$ cat src/rtl/mult_sched_pkg.sv
// Shared types and defaults for the round-robin multiplier scheduler.
// The tag layout and operand slicing are sized from the default requester count.
package mult_sched_pkg;
  localparam int NREQ     = 4;
  localparam int IN_WL    = 15;
  localparam int OUT_WL   = 16;
  localparam int MULT_LAT = 1;
  localparam int IDW      = $clog2(NREQ);

  typedef struct packed {
    logic           vld;
    logic [IDW-1:0] id;
  } tag_t;

  function automatic logic [IN_WL-1:0] op_slice(input logic [NREQ*IN_WL-1:0] bus,
                                                input logic [IDW-1:0]        idx);
    return bus[idx*IN_WL +: IN_WL];
  endfunction
endpackage

$ cat src/rtl/rr_arbiter.sv
// Round-robin grant over NREQ requesters; the pointer moves just past the last winner.
module rr_arbiter #(
  parameter int NREQ = 4,
  parameter int IDW  = $clog2(NREQ)
) (
  input  logic            clk,
  input  logic            rst,
  input  logic            en_i,
  input  logic [NREQ-1:0] req_valid_i,
  output logic [NREQ-1:0] gnt_o,
  output logic [IDW-1:0]  gnt_idx_o,
  output logic            fire_o
);
  logic [IDW-1:0] ptr_q, ptr_d;
  int             j;

  always_comb begin
    gnt_o     = '0;
    gnt_idx_o = '0;
    fire_o    = 1'b0;
    j         = 0;
    if (en_i && !rst) begin
      // Walk from the farthest offset back toward the pointer so the nearest valid wins.
      for (int k = NREQ - 1; k >= 0; k--) begin
        j = int'(ptr_q) + k;
        if (j >= NREQ) j = j - NREQ;
        if (req_valid_i[j]) begin
          fire_o    = 1'b1;
          gnt_idx_o = IDW'(j);
        end
      end
      if (fire_o) gnt_o[gnt_idx_o] = 1'b1;
    end
  end

  always_comb begin
    ptr_d = ptr_q;
    if (fire_o) ptr_d = (gnt_idx_o == IDW'(NREQ - 1)) ? '0 : gnt_idx_o + IDW'(1);
  end

  always_ff @(posedge clk) begin
    if (rst) ptr_q <= '0;
    else     ptr_q <= ptr_d;
  end
endmodule

$ cat src/rtl/mult_rr_sched.sv
// Shares one fixed-latency multiplier among NREQ requesters and routes each
// result back to its issuer via a tag pipe that tracks the multiplier latency.
module mult_rr_sched
  import mult_sched_pkg::*;
#(
  parameter int NREQ     = mult_sched_pkg::NREQ,
  parameter int IN_WL    = mult_sched_pkg::IN_WL,
  parameter int OUT_WL   = mult_sched_pkg::OUT_WL,
  parameter int MULT_LAT = mult_sched_pkg::MULT_LAT,
  parameter int IDW      = $clog2(NREQ)
) (
  input  logic                  clk,
  input  logic                  rst,
  input  logic                  en,
  input  logic [NREQ-1:0]       req_valid,
  output logic [NREQ-1:0]       req_ready,
  input  logic [NREQ*IN_WL-1:0] req_a,
  input  logic [NREQ*IN_WL-1:0] req_b,
  output logic [IN_WL-1:0]      mult_a,
  output logic [IN_WL-1:0]      mult_b,
  input  logic [OUT_WL-1:0]     mult_r,
  output logic [NREQ-1:0]       rsp_valid,
  output logic [IDW-1:0]        rsp_id,
  output logic [OUT_WL-1:0]     rsp_data,
  output logic                  busy,
  output logic [15:0]           issue_cnt
);
  logic [IDW-1:0]            gnt_idx;
  logic                      fire;
  tag_t [MULT_LAT-1:0]       tag_q;
  tag_t                      tag_d;
  logic [15:0]               cnt_q, cnt_d;

  rr_arbiter #(.NREQ(NREQ), .IDW(IDW)) u_arb (
    .clk         (clk),
    .rst         (rst),
    .en_i        (en),
    .req_valid_i (req_valid),
    .gnt_o       (req_ready),
    .gnt_idx_o   (gnt_idx),
    .fire_o      (fire)
  );

  always_comb begin
    mult_a = '0;
    mult_b = '0;
    if (fire) begin
      mult_a = op_slice(req_a, gnt_idx);
      mult_b = op_slice(req_b, gnt_idx);
    end
  end

  always_comb begin
    tag_d.vld = fire;
    tag_d.id  = gnt_idx;
    cnt_d     = fire ? cnt_q + 16'd1 : cnt_q;
  end

  always_ff @(posedge clk) begin
    if (rst) begin
      tag_q <= '0;
      cnt_q <= '0;
    end else begin
      tag_q[0] <= tag_d;
      for (int s = 1; s < MULT_LAT; s++) tag_q[s] <= tag_q[s-1];
      cnt_q <= cnt_d;
    end
  end

  // The strobe is masked during reset so an op caught mid-flight is never reported.
  always_comb begin
    rsp_valid = '0;
    if (tag_q[MULT_LAT-1].vld && !rst) rsp_valid[tag_q[MULT_LAT-1].id] = 1'b1;
    busy = 1'b0;
    for (int s = 0; s < MULT_LAT; s++) busy = busy | tag_q[s].vld;
  end

  assign rsp_id    = tag_q[MULT_LAT-1].id;
  assign rsp_data  = mult_r;
  assign issue_cnt = cnt_q;
endmodule

$ cat config.mk
export PLATFORM = sky130hd
export DESIGN_NAME = mult_rr_sched
export DESIGN_NICKNAME = d
export VERILOG_FILES = /design/src/rtl/mult_sched_pkg.sv /design/src/rtl/rr_arbiter.sv /design/src/rtl/mult_rr_sched.sv
export SDC_FILE = /design/constraint.sdc
export NUM_CORES = 1
export LEC_CHECK = 0
export ABC_CLOCK_PERIOD_IN_PS = 5000
export CORE_MARGIN = 2
export CORE_UTILIZATION = 33
export CTS_CLUSTER_SIZE = 40
export DETAILED_ROUTE_END_ITERATION = 10
export GPL_TIMING_DRIVEN = 1
export PLACE_DENSITY_LB_ADDON = 0.3
export SLEW_MARGIN = 20
export SYNTH_ARGS = -nofsm -noshare
export SYNTH_HDL_FRONTEND = slang
export SYNTH_SLANG_ARGS = --single-unit
$ cat constraint.sdc
create_clock -name clk -period 5 [get_ports clk]
set_input_delay 0.5 -clock clk [delete_from_list [all_inputs] [get_ports clk]]
set_output_delay 0.5 -clock clk [all_outputs]
set_load 0.03 [all_outputs]
==> results of run 1 <==
==> where the power goes <==
part	internal (mW)	switching, mW
registers	0.172	0.00571
logic	0.181	0.172
clock network	0.0556	0.0569
total	0.408	0.235
==> sequential cells by signal, indices dropped and copies added (netlist names) <==
register,count
issue_cnt,16
rsp_id,2
busy,1
u_arb.ptr_q,2
==> routing by layer <==
metal,GRT usage [%],part of all wire [%],vias to the layer above
met1,24.9,39,1281
li1,-,-,1372
met2,40.0,52,104
met5,0,0,-
met4,4.18,1.0,0
met3,5.49,8.0,10
==> how the worst min path moves through the flow <==
stage | to | slack, ps | cells after the start
6_report | issue_cnt[1] | 510 | 2
5_1_grt | issue_cnt[1] | 540 | 2
4_1_cts | issue_cnt[1] | 520 | 2
3_5_place_dp | issue_cnt[1] | 500 | 2
3_3_place_gp | issue_cnt[1] | 480 | 2
2_1_floorplan | u_arb.ptr_q[0] | 480 | 2
==> worst max-delay path, cell delays in order <==
cell and delay (ps):
sky130_fd_sc_hd__clkdlybuf4s50_1 550, sky130_fd_sc_hd__nand2_1 100, sky130_fd_sc_hd__a21oi_1 190, sky130_fd_sc_hd__a221o_4 530
sky130_fd_sc_hd__buf_4 530, sky130_fd_sc_hd__and2_1 210, sky130_fd_sc_hd__clkdlybuf4s50_1 670
==> placed cells by master (no fill, tap or decap), drive strengths merged, types with 3 or more instances in the layout <==
| master | netlist | final |
|---|---|---|
| and2 | 31 | 31 |
| nand3 | 35 | 35 |
| buf | 23 | 37 |
| nor2 | 18 | 18 |
| xor2 | 5 | 5 |
| nand4 | 3 | 3 |
| nor2b | 5 | 5 |
| dfxtp | 21 | 21 |
| nor3 | 4 | 4 |
| and3 | 3 | 3 |
| a21oi | 3 | 3 |
| xnor2 | 10 | 10 |
| nor4 | 3 | 3 |
| clkbuf | 18 | 3 |
| inv | 7 | 7 |
| clkdlybuf4s50 | 0 | 152 |
| o221ai | 30 | 30 |
| nand2 | 39 | 39 |
| mux2i | 30 | 30 |
==> through the flow <==
stage / util [%] / area [sq um]
finish: 61.8 / 3970
global route: 61.8 / 3970
CTS: 61.8 / 3970
detailed placement: 61.1 / 3920
global placement: 61.1 / 3920
floorplan: - / 2220
==> cells by family after synthesis <==
logic type,synth area share [%]
simple gates,34.4
mux,14.0
fa+ha+maj,0.563
compound gates,14.6
xor+xnor,5.92
buf+inv,11.5
flops,18.9
==> cell type report <==
cell class / count / area [sq um]
sequential: 21 / 420
multi-input combinational: 234 / 1570
clock buffer: 3 / 41.3
fill: 580 / 2450
inverter: 7 / 26.3
tap: 77 / 96.3
clock inverter: 1 / 5.00
timing repair buffer: 189 / 1810
==> metrics.md, run 1 <==
| Metric | Value |
|---|---|
| Standard-cell row count | `29` |
| Depth of the worst register-to-register path | `6` |
| Setup repair after global routing missed its margin | `no` |
| Count of different cell masters after synthesis | `34` |
| Critical path endpoint | `req_ready[0]` |
| Warnings from Yosys | `0` |
| Final period util | `about three quarters` |
| Die outline area | `~0.0074 sq mm` |
| Worst clock skew | `between 4 and 5 ps` |
| Beginning of the worst hold path | `issue_cnt[1]` |
| Sink count of the clock tree | `21` |
| Prevailing post-synth register cell | `sky130_fd_sc_hd__dfxtp_1` |
| Cell Count Post-Placement | `roughly 530` |
| Post-DR vias/cell | `between 5 and 6` |
| Launch point of the worst reg-to-reg path | `u_arb.ptr_q[1]` |
| Finished Layout Cells | `532` |
| Antenna diodes | `0` |
| GRT Overall Usage | `a little over a fifth` |
| Total gr overflow | `0` |
| Antenna violation net count after detailed routing | `0` |
| Minimum setup slack in the final design | `around 1200 ps` |
| Proportion of register bits with asynchronous set or reset after synthesis | `0%` |
| CTS tree | `yes` |
| CP startpoint kind | `input port` |
| DRT Pass-1 Iters | `4` |
| Post-CTS setup-driven buffer insertion count | `0` |
| Category of the critical setup timing path | `in2out` |
| DRC violation count after routing | `0` |
| Hold-fix buffer count after cts | `0` |
| Post-DP HPWL | `approximately 6800 microns` |
| Count of pins on the block boundary | `about 220` |
| Data arrival time of the worst path | `roughly 3300 ps` |
| Total of endpoints with negative setup slack in the final report | `0` |
| Hold Vio Cnt, Final | `0` |
| Relative slew margins | `between 50% and 60%` |
| Pin count of the biggest net entering global routing | `between 50 and 60` |
| Worst setup startpoint | `req_valid[0]` |
| Classification of the worst-slack hold path | `reg2reg` |
| Combined area of all synthesized cells | `0.00222 sq mm` |
| Total negative setup slack | `0 ps` |
| Req. time, crit path | `between 4000 and 5000 ps` |
| Cell at the root of the clock tree | `sky130_fd_sc_hd__clkbuf_8` |
| P&R area growth vs syn | `78.6%` |
| Most common library cells after synthesis | `sky130_fd_sc_hd__nand2_1, sky130_fd_sc_hd__nand3_1, sky130_fd_sc_hd__and2_1` |
| Area share of the largest cell type after synthesis | `18.9%` |
| Worst-Margin Slew | `720 ps` |
| Chip width | `86.0 microns` |
| Most repeated cell in the gate-level netlist after synthesis | `sky130_fd_sc_hd__nand2_1` |
| Initial cell density of the core | `~35%` |
| Top fanout value on the critical path | `52` |
| Worst hold margin | `about 510 ps` |
| Setup crit end kind | `output port` |
| Post-synth EDFFs | `0` |
| Placer Congestion | `slightly below 0.9` |
| Clock Tree Buf Depth | `2` |
| Number of pins exceeding their max-slew limit in the final report | `0` |
| Reg2reg end | `u_arb.ptr_q[1]` |
| Global-route wire length before repair | `~13000 microns` |
| Sequential element share of the synthesized area | `about a fifth` |
| Peak ir drop on the vdd network | `between 80 and 90 uV` |
| Top cell type by total area after synthesis | `sky130_fd_sc_hd__dfxtp_1` |
| Ratio of cells with drive above 1 in the final layout | `10.3%` |
| Net count reported at finish | `600` |
| Via count of the first global-routing pass | `about 2800` |
| Die height | `about 86 microns` |
| Number of antenna violations at the first check in global routing | `0` |
| DRC marker count from the first detailed-route iteration | `84` |
| Flops & latches, synth | `21` |
| Maximum achievable frequency | `around 260 MHz` |
| CTS H-tree depth | `1` |
| Number of buffers created by CTS | `3` |
| Status | `complete, no violations` |
| Max-cap violation count | `0` |
| Post-CTS sizing | `0` |
| Number of standard cells after synthesis | `around 300` |
| Number of nets in the synthesized netlist | `about 450` |
| Detailed Route WL | `8520 microns` |
| Setup slack after placement | `around 1200 ps` |
| Vias after detailed routing | `approximately 2800` |
| Power Density | `162 mW/mm^2` |
| Static Leak | `1.57 nW` |
| Number of I/O port buffers | `between 150 and 200` |
| Mean instance size in the synthesized netlist | `roughly 7.3 sq um` |
| Routed wire per std cell | `16.0 microns` |
| Placeable core region | `0.00642 sq mm` |
| CTS clk-pin slew, worst paths | `roughly 80 ps` |
| Clock network latency to the later pin of the worst-skew pair | `around 260 ps` |
| Largest cells by area after synthesis | `sky130_fd_sc_hd__dfxtp_1, sky130_fd_sc_hd__mux2i_1, sky130_fd_sc_hd__o221ai_1` |
| Final critical-path required period | `between 3000 and 4000 ps` |
| R2r setup slk | `between 2000 and 3000 ps` |
| Final total power | `approximately 0.64 mW` |
(Power assumes the default switching activity.)
==> run 2, diff against run 1 <==
ABC_CLOCK_PERIOD_IN_PS = 3290   (was 5000)
CORE_UTILIZATION = 28   (was 33)
clock period = 3.29 ns   (was 5 ns; I/O delays follow)
==> run 2 against run 1 <==
Effect of this change:
- total power increased by 55%
- clock power increased by 50%
- sequential power increased by 51%
- global-route usage decreased by 3.1 points
- first-iteration DRC count unchanged
- cell count increased by 5.6%
- via count increased by 1.1%
- clock skew decreased by 0.90 ps
- critical path depth increased by 1
- count of clock-buffer cells in the layout unchanged
- final area increased by 2.7%
- register-to-register slack got worse by 1900 ps
- critical path type unchanged
- largest power group unchanged
==> metrics.md, run 2 (same netlist as run 1, synthesis figures left out) <==
| Metric | Value |
|---|---|
| FILL cells | `750 (+29%)` |
| Via count of the first global-routing pass | `2781 (+0.83%)` |
| Final period util | `95.3%` |
| CP most frequent cell | `sky130_fd_sc_hd__buf_4` |
| Number of pins exceeding their max-slew limit in the final report | `0 (unchanged)` |
| Die height | `93.1 microns (+8.2%)` |
| Net count reported at finish | `605 (+0.83%)` |
| Initial cell density of the core | `28.9% (-5.7 points)` |
| Clock Tree Buf Depth | `2 (unchanged)` |
| CP startpoint kind | `input port` |
| Total gr overflow | `0 (unchanged)` |
| GRT Overall Usage | `18.5% (-3.1 points)` |
| Classification of the worst-slack hold path | `reg2reg` |
| Post-DP HPWL | `6640 microns (-2.3%)` |
| Launch point of the worst reg-to-reg path | `u_arb.ptr_q[1]` |
| Antenna violation net count after detailed routing | `0 (unchanged)` |
| Post-layout util | `53.0% (-8.8 points)` |
| DRC marker count from the first detailed-route iteration | `84 (unchanged)` |
| Total of endpoints with negative setup slack in the final report | `0 (unchanged)` |
| Setup repair after global routing missed its margin | `no` |
| Post-DR vias/cell | `4.98 (-4.3%)` |
| Clock network latency to the later pin of the worst-skew pair | `260 ps (about the same)` |
| Setup crit end kind | `output port` |
| Chip width | `93.1 microns (+8.2%)` |
| Slowest cell on crit path | `sky130_fd_sc_hd__a221o_4` |
| Static Leak | `1.61 nW (+2.7%)` |
| Sink count of the clock tree | `21 (unchanged)` |
| Flip-flop count of the largest register, all copies and words added | `16 (unchanged)` |
| R2r setup slk | `950 ps (-1880 ps)` |
| Global-route wire length before repair | `13100 microns (+0.47%)` |
| Cell breakdown of the critical path | `clkdlybuf4s50_1, buf_4, mux2_1, a221o_4, buf_4, mux2i_1, o221ai_1, buf_4` |
| Most common cell after layout, fill and taps aside | `sky130_fd_sc_hd__clkdlybuf4s50_1` |
| Cell Count Post-Placement | `558 (+5.7%)` |
| Standard-cell row count | `32 (+10%)` |
| Vias after detailed routing | `2798 (+1.1%)` |
| Placeable core region | `0.00769 sq mm (+20%)` |
| Hold Vio Cnt, Final | `0 (unchanged)` |
| Finished Layout Cells | `562 (+5.6%)` |
| Routed wire per std cell | `15.1 microns (-5.4%)` |
| Peak ir drop on the vdd network | `120 uV (+38%)` |
| DRT Pass-1 Iters | `4 (unchanged)` |
| Setup slack after placement | `-12.0 ps (-1220 ps)` |
| Power Density | `244 mW/mm^2 (+51%)` |
| CTS tree | `yes` |
| CTS H-tree depth | `1 (unchanged)` |
| Max-cap violation count | `0 (unchanged)` |
| Total negative setup slack | `0 ps (unchanged)` |
| Die outline area | `0.00866 sq mm (+17%)` |
| Detailed Route WL | `8510 microns (-0.12%)` |
| Placer Congestion | `0.840 (-5.1%)` |
| Most frequent cells in the layout | `sky130_fd_sc_hd__clkdlybuf4s50_1, sky130_fd_sc_hd__buf_4, sky130_fd_sc_hd__nand2_1, sky130_fd_sc_hd__nand3_1, sky130_fd_sc_hd__and2_1` |
| CTS clk-pin slew, worst paths | `70 ps (about the same)` |
| Status | `complete, no violations` |
| Worst clock skew | `3.66 ps (-0.904 ps)` |
| Category of the critical setup timing path | `in2out` |
| Top fanout value on the critical path | `48 (-7.7%)` |
| Relative slew margins | `58.7% (+6.7 points)` |
| Reg2reg end | `u_arb.ptr_q[1]` |
| Number of I/O port buffers | `183 (unchanged)` |
| Multi-input combinational cell area | `0.00157 sq mm (+0.48%)` |
| Hold Crit Depth | `2 (unchanged)` |
| Worst-Margin Slew | `620 ps (-100 ps)` |
| Maximum achievable frequency | `between 300 and 400 MHz` |
| P&R area growth vs syn | `83.4%` |
| Ratio of cells with drive above 1 in the final layout | `12.0% (+1.6 points)` |
| Cell at the root of the clock tree | `sky130_fd_sc_hd__clkbuf_8` |
| Worst hold margin | `508 ps (-3.57 ps)` |
| Post-CTS setup-driven buffer insertion count | `0 (unchanged)` |
| DRC violation count after routing | `0 (unchanged)` |
| Data arrival time of the worst path | `2810 ps (-500 ps)` |
| Count of pins on the block boundary | `216 (unchanged)` |
| Number of buffers created by CTS | `3 (unchanged)` |
| Largest stage delay on the critical path | `680 ps (about the same)` |
| Final critical-path required period | `3140 ps` |
| Minimum setup slack in the final design | `155 ps (-1040 ps)` |
| Number of antenna violations at the first check in global routing | `0 (unchanged)` |
| Depth of the worst register-to-register path | `6 (unchanged)` |
| FF+latch area | `420 sq um (unchanged)` |
| Critical path endpoint | `mult_a[2]` |
| Req. time, crit path | `2960 ps (-1540 ps)` |
| Pin count of the biggest net entering global routing | `49 (-7.5%)` |
| Antenna diodes | `0 (unchanged)` |
| Worst setup startpoint | `req_valid[2]` |
-- run 2: cell types whose count changed in the layout (fill, tap and decap cells not counted) --
cell / change
sky130_fd_sc_hd__buf_12: +3
sky130_fd_sc_hd__clkdlybuf4s50_1: -3
sky130_fd_sc_hd__a21oi_2: -1
sky130_fd_sc_hd__buf_4: +5
sky130_fd_sc_hd__a21oi_4: +1
-- run 2: how the worst min path moves through the flow --
stage / start / endpoint / slack (ps)
after global routing: issue_cnt[15] / issue_cnt[15] / 580
after floorplan: u_arb.ptr_q[0] / u_arb.ptr_q[0] / 480
after detailed placement: issue_cnt[1] / issue_cnt[1] / 490
after CTS: issue_cnt[1] / issue_cnt[1] / 510
after global placement: issue_cnt[1] / issue_cnt[1] / 490
final: issue_cnt[1] / issue_cnt[1] / 510
-- run 2: repair_timing --
action | in CTS | in global routing
gates resized for setup | 1 | 0
hold buffers | 0 | 0
setup endpoints to repair | 5 | 0
-- run 2: metal layers --
layer | wire, microns | vias up | track usage, %
met3 | 671 | 15 | 4.19
met4 | 130 | 0 | 4.78
met2 | 4340 | 145 | 33.7
met5 | 0 | - | 0
met1 | 3370 | 1255 | 21.7
li1 | - | 1383 | -
-- run 2: worst max-delay path, delay by kind of cell --
kind	cells	cell delay [ps]
mux	2	520
compound gates	2	830
buf+inv	4	1110
-- run 2: cell type report --
class / instances / area share (%)
timing repair buffer: 194 / 46.1
multi-input combinational: 234 / 38.6
sequential: 21 / 10.3
tap: 102 / 3.13
clock buffer: 3 / 1.01
inverter: 7 / 0.645
clock inverter: 1 / 0.123
-- run 2: per-stage QoR --
stage          power [mW]  cell area, sq um
4_1_cts              1.01              4070
3_5_place_dp        0.835              4020
2_1_floorplan       0.591              2220
5_1_grt              1.05              4070
6_report            0.995              4070
3_3_place_gp        0.828              4020
-- run 2: power breakdown --
part,internal [mW],total [mW],switching (mW)
combinational,0.288,0.559,0.271
clock,0.0843,0.168,0.0837
sequential,0.261,0.267,0.00618
total,0.634,0.995,0.361
